[src/rtl/fetch_controller.sv]
// fetch_controller: program-load and program-counter front end for the
// instruction memory stage. A host streams 16-bit instructions into
// sequential halfword slots (LOAD). After a one-cycle DRAIN the controller
// issues one fetch address per cycle (RUN) until it is halted (HALT).
// From HALT, a restart re-enters LOAD.
`timescale 1ns/1ps

module fetch_controller #(
  parameter int PROG_DEPTH = 512,
  parameter int BOOT_ADDR  = 0
) (
  input  logic        clk_i,
  input  logic        reset_n_i,
  input  logic        load_valid_i,
  input  logic [15:0] load_data_i,
  input  logic        load_last_i,
  output logic        load_ready_o,
  input  logic        branch_taken_i,
  input  logic [31:0] branch_target_i,
  input  logic        stall_pipeline_i,
  input  logic        halt_i,
  input  logic        restart_i,
  output logic        program_mem_write_en_o,
  output logic [15:0] instruction_o,
  output logic [31:0] instruction_addr_o,
  output logic        is_valid_o,
  output logic        flush_pipeline_o,
  output logic        load_overflow_o,
  output logic [1:0]  state_o
);

  localparam int AW = $clog2(PROG_DEPTH);

  localparam logic [1:0] ST_LOAD  = 2'd0;
  localparam logic [1:0] ST_DRAIN = 2'd1;
  localparam logic [1:0] ST_RUN   = 2'd2;
  localparam logic [1:0] ST_HALT  = 2'd3;

  localparam logic STALL_PIPELINE = 1'b1;
  localparam logic FLUSH_PIPELINE = 1'b1;
  localparam logic NO_FLUSH       = 1'b0;

  localparam logic [AW-1:0] BOOT_PC   = AW'(BOOT_ADDR);
  localparam logic [AW-1:0] LAST_SLOT = AW'(PROG_DEPTH - 1);

  logic [1:0]    state;
  logic [AW-1:0] load_count;
  logic [AW-1:0] pc;
  logic          overflow;
  logic [AW-1:0] out_addr;
  logic          accept;

  // Only the low AW bits of the branch target address the program store.
  logic unused_target_bits;
  assign unused_target_bits = ^branch_target_i[31:AW];

  assign accept             = (state == ST_LOAD) && load_valid_i;
  assign instruction_addr_o = {{(32-AW){1'b0}}, out_addr};
  assign load_overflow_o    = overflow;
  assign state_o            = state;

  // Combinational outputs per state; everything is forced quiet while reset is held.
  always_comb begin
    load_ready_o           = 1'b0;
    program_mem_write_en_o = 1'b0;
    instruction_o          = '0;
    out_addr               = '0;
    is_valid_o             = 1'b0;
    flush_pipeline_o       = NO_FLUSH;
    if (reset_n_i) begin
      case (state)
        ST_LOAD: begin
          load_ready_o           = 1'b1;
          program_mem_write_en_o = load_valid_i;
          instruction_o          = load_valid_i ? load_data_i : 16'h0000;
          out_addr               = load_count;
        end
        ST_DRAIN: begin
          out_addr = BOOT_PC;
        end
        ST_RUN: begin
          out_addr   = pc;
          is_valid_o = 1'b1;
          if (branch_taken_i) flush_pipeline_o = FLUSH_PIPELINE;
        end
        ST_HALT: begin
          out_addr = pc;
        end
        default: begin
          out_addr = '0;
        end
      endcase
    end
  end

  // State, load counter, program counter and sticky overflow flag.
  always_ff @(posedge clk_i or negedge reset_n_i) begin
    if (!reset_n_i) begin
      state      <= ST_LOAD;
      load_count <= '0;
      pc         <= BOOT_PC;
      overflow   <= 1'b0;
    end else begin
      case (state)
        ST_LOAD: begin
          if (accept) begin
            load_count <= load_count + 1'b1;
            if (load_last_i) begin
              state <= ST_DRAIN;
            end else if (load_count == LAST_SLOT) begin
              // Program store is full without a final marker: keep the word, flag it.
              overflow <= 1'b1;
              state    <= ST_DRAIN;
            end
          end
        end
        ST_DRAIN: begin
          pc    <= BOOT_PC;
          state <= ST_RUN;
        end
        ST_RUN: begin
          // A redirect wins over both halt and stall; halt is re-evaluated next cycle.
          if (branch_taken_i) begin
            pc <= branch_target_i[AW-1:0];
          end else if (halt_i) begin
            state <= ST_HALT;
          end else if (stall_pipeline_i != STALL_PIPELINE) begin
            pc <= pc + 1'b1;
          end
        end
        ST_HALT: begin
          if (restart_i) begin
            state      <= ST_LOAD;
            load_count <= '0;
            overflow   <= 1'b0;
          end
        end
        default: begin
          state <= ST_LOAD;
        end
      endcase
    end
  end

endmodule

[config.mk]
export PLATFORM = sky130hd
export DESIGN_NAME = fetch_controller
export DESIGN_NICKNAME = d
export VERILOG_FILES = /design/src/rtl/fetch_controller.sv
export SDC_FILE = /design/constraint.sdc
export NUM_CORES = 1
export LEC_CHECK = 0
export BUFFER_PORTS_ARGS = -buffer_cell sky130_fd_sc_hd__buf_2
export CAP_MARGIN = 40
export CORE_AREA = 4 4 72 74
export DETAILED_ROUTE_END_ITERATION = 7
export DIE_AREA = 0 0 76 78
export PLACE_DENSITY = 0.81
export SLEW_MARGIN = 15
export SYNTH_ARGS = -nofsm -noshare
export SYNTH_HDL_FRONTEND = slang
export SYNTH_SLANG_ARGS = --single-unit
[constraint.sdc]
create_clock -name clk_i -period 1.8 [get_ports clk_i]
set_input_delay 0 -clock clk_i [delete_from_list [all_inputs] [get_ports clk_i]]
set_output_delay 0 -clock clk_i [all_outputs]
set_load 0.05 [all_outputs]
==> run_results.csv <==
group,metric,value,unit
run_status,status,"completed",
setup_path,worst-path-buf-inv,4,
hold_path,min_from,"branch_target_i[6]",
final_layout,fin_area,2400,um^2
logic_synthesis,syn_inst,197,
route,num_vias,1713,
route,antenna_left,0,
logic_synthesis,yosysTopAreaCellShare,0.316,
setup_path,cp_max_fo,4,
logic_synthesis,synth_top_area_cell,"dfrtp_1",
clocking,cts.sinks,21,
setup_path,crit_start,"state_o[1]",
route,vias_per_cell,5.18,
timing,fmax,573,MHz
die,core.rowCount,25,
global_routing,grt_pass1_vias,1557,
die,start_util,0.362,
placed_design,place_area,2070,um^2
logic_synthesis,yosys-top-cells-area,"dfrtp_1 (32%), buf_4 (10%), and2_1 (7.5%), a22o_1 (5.8%), ha_1 (5.3%)",
logic_synthesis,syn-cell-area,1660,um^2
flow_run,maxCapViolCount,0,
placed_design,gp_congestion,0.830,
die,core_area,4600,um^2
timing,fin_crit,1750,ps
global_routing,grt_use_total,0.151,
clocking,path_clk_slew,80,ps
final_layout,syn2layout_area_growth,44.3,%
power,max-vdd-ir-drop,1.39,mV
setup_path,required,1800,ps
global_routing,grt_pass1_wl,7440,um
die,die_h,78,um
timing,finalCritPeriodShare,0.970,
setup_path,r2r_slack,80,ps
power,leakage,1.19,nW
die,dieArea,5930,um^2
setup_path,endpoint_kind,"output pin",
setup_path,r2r_start,"state_o[1]",
setup_path,crit_arrival,1750,ps
final_layout,antenna_cells,0,
clocking,root_buffer,"clkbuf_8",
logic_synthesis,syn_area_per_cell,8.44,um^2
logic_synthesis,synth_edf_count,0,
setup_path,path_class,"reg2out",
setup_path,reg2reg_depth,7,
clocking,cts_tree,"done",
logic_synthesis,yosys.cell_types.count,36,
power,p_per_area,1390,nW/um^2
final_layout,layout.nets,341,
logic_synthesis,dominantRegCellSynth,"dfrtp_1",
clocking,cts_buffer_depth,2,
logic_synthesis,synth_seq_cells,21,
hold_path,hold_depth,3,
setup_path,start_kind,"flop",
timing,slew_violations,0,
hold_path,holdPathEnd,"pc[6]",
timing,report.final.hold_viol_count,0,
setup_path,cpPeakStageDelay,420,ps
global_routing,antenna_found_initial,0,
placed_design,place_inst,319,
die,die_x,76,um
die,pin_count,111,
route,avgRoutedWirePerCell,14.6,um
clocking,htreeDepth,1,
timing,setup_viol,0,
placed_design,hpwlAfterDp,3470,um
route,wl,4830,um
hold_path,hp-class,"in2reg",
setup_path,cp_cell_sequence,"buf_4, ha_4, buf_6, nor2_4, nor3b_2, buf_4, a22o_4, buf_8",
placed_design,port_buffers,64,
final_layout,final_cells,331,
logic_synthesis,synth_warnings,0,
route,drt_iter0_markers,110,
setup_path,rr_endpoint,"pc[4]",
timing,finClkSkew,1.34,ps
clocking,cts_buffers,3,
setup_path,path_common_cell,"buf_4",
clocking,insertion_delay,260,ps
global_routing,grt-ovfl-total,0,
setup_path,path_delay_family,"buffers and inverters",
route,firstDrtPassIters,4,
global_routing,grt_max_degree,23,
logic_synthesis,async_flop_share,1.00,
final_layout,drive_gt1_frac,0.440,
logic_synthesis,yosysSeqAreaShare,0.316,
timing,rsz0062_at_grt,"yes",
route,drcViolationCount,0,
setup_path,slowest_stage,"dfrtp_2",
layout make-up:
cell class | instances | area (um^2)
multi-input cells | 164 | 1130
clock inverters | 1 | 5.00
fillers | 412 | 2200
inverters | 4 | 17.5
well taps | 54 | 67.6
clock buffers | 3 | 41.3
repair buffers | 84 | 608
flip-flops and latches | 21 | 528
cells by family after synthesis:
| family | share of synthesized area |
|---|---|
| flip-flops | 0.316 |
| multiplexers | 0.0256 |
| AO/OA/AOI/OAI | 0.196 |
| other | 0.00226 |
| AND/OR/NAND/NOR | 0.245 |
| adder cells (fa/ha/maj) | 0.0527 |
| XOR/XNOR | 0.0316 |
| buffers and inverters | 0.131 |
where the power goes:
part,switching (mW),total [mW],internal [mW]
Sequential,0.182,0.823,0.640
Clock,0.166,0.321,0.155
Combinational,1.32,2.19,0.872
Total,1.67,3.34,1.67
flip-flops by register name (all words and copies together) (netlist names):
signal           cells
load_count           9
load_overflow_o      1
pc                   9
state_o              2
worst max path at each step:
stage          slack [ps]  depth (start not counted)               endpoint
2_1_floorplan         -30                          6  instruction_addr_o[0]
3_3_place_gp           90                          7             state_o[0]
3_5_place_dp           60                          7             state_o[0]
4_1_cts                 8                          8  instruction_addr_o[3]
5_1_grt               -70                          8             state_o[1]
6_report               50                          8  instruction_addr_o[8]
synth_stat cells (2+ instances only):
| cell | number |
|---|---|
| a21o_1 | 2 |
| a21oi_1 | 5 |
| a22o_1 | 11 |
| a22oi_1 | 3 |
| a31oi_1 | 2 |
| a32oi_1 | 2 |
| and2_1 | 20 |
| and3_1 | 4 |
| buf_2 | 2 |
| buf_4 | 23 |
| clkbuf_1 | 4 |
| dfrtp_1 | 21 |
| ha_1 | 7 |
| inv_1 | 4 |
| mux2_2 | 2 |
| mux2i_1 | 2 |
| nand2_1 | 10 |
| nand2b_1 | 2 |
| nand3_1 | 6 |
| nand3b_1 | 2 |
| nand4_1 | 3 |
| nor2_1 | 19 |
| nor2b_1 | 2 |
| nor4_1 | 4 |
| o21ai_0 | 16 |
| o21bai_1 | 3 |
| o31ai_1 | 2 |
| xnor2_1 | 6 |
repair_timing:
item / 4_1_cts / 5_1_grt
setup buffers: 3 / 3
endpoints found under the setup margin: 24 / 32
gates resized for setup: 48 / 16
hold buffers: 1 / 0
gates cloned: 1 / 0
hold endpoints to repair: 21 / 0
pin swaps: 2 / 5
worst register-to-register path: cells and delay by family (launching register included):
family | cells | cell delay [ps]
fa+ha+maj | 1 | 150
mux | 1 | 370
flops | 1 | 420
compound gates | 2 | 290
buf+inv | 3 | 400
metrics by stage:
step                power [mW]  TNS [ps]  hold slack, ps  setup slack, ps  utilization
finish                    3.34         0            11.8             53.9        0.522
global route              3.57      -118            36.1            -69.1        0.522
detailed placement        2.58         0            -118             57.5        0.450
global placement          2.53         0            -118             91.6        0.450
floorplan                 2.13      -347            -296            -27.5            -
CTS                       3.12         0            8.89             8.44        0.502
cell usage in the layout (no fill, tap or decap), drive strengths merged, types with 3 or more instances in the layout:
cell,count
clkbuf,3
nor4,4
nand2,10
and2,20
a22o,11
ha,7
conb,23
a21oi,5
o21bai,3
inv,4
nand3,6
dfrtp,21
buf,83
a22oi,3
xnor2,6
o21ai,16
and3,4
nor2,19
nand4,3
layer usage:
| metal | vias to the layer above | wire length [um] | track usage |
|---|---|---|---|
| met1 | 792 | 1960 | 0.189 |
| met4 | 0 | 46 | 0.0267 |
| li1 | 813 | - | - |
| met3 | 6 | 542 | 0.0499 |
| met5 | - | 0 | 0 |
| met2 | 102 | 2270 | 0.253 |
Power figures use the tool's default switching activity.
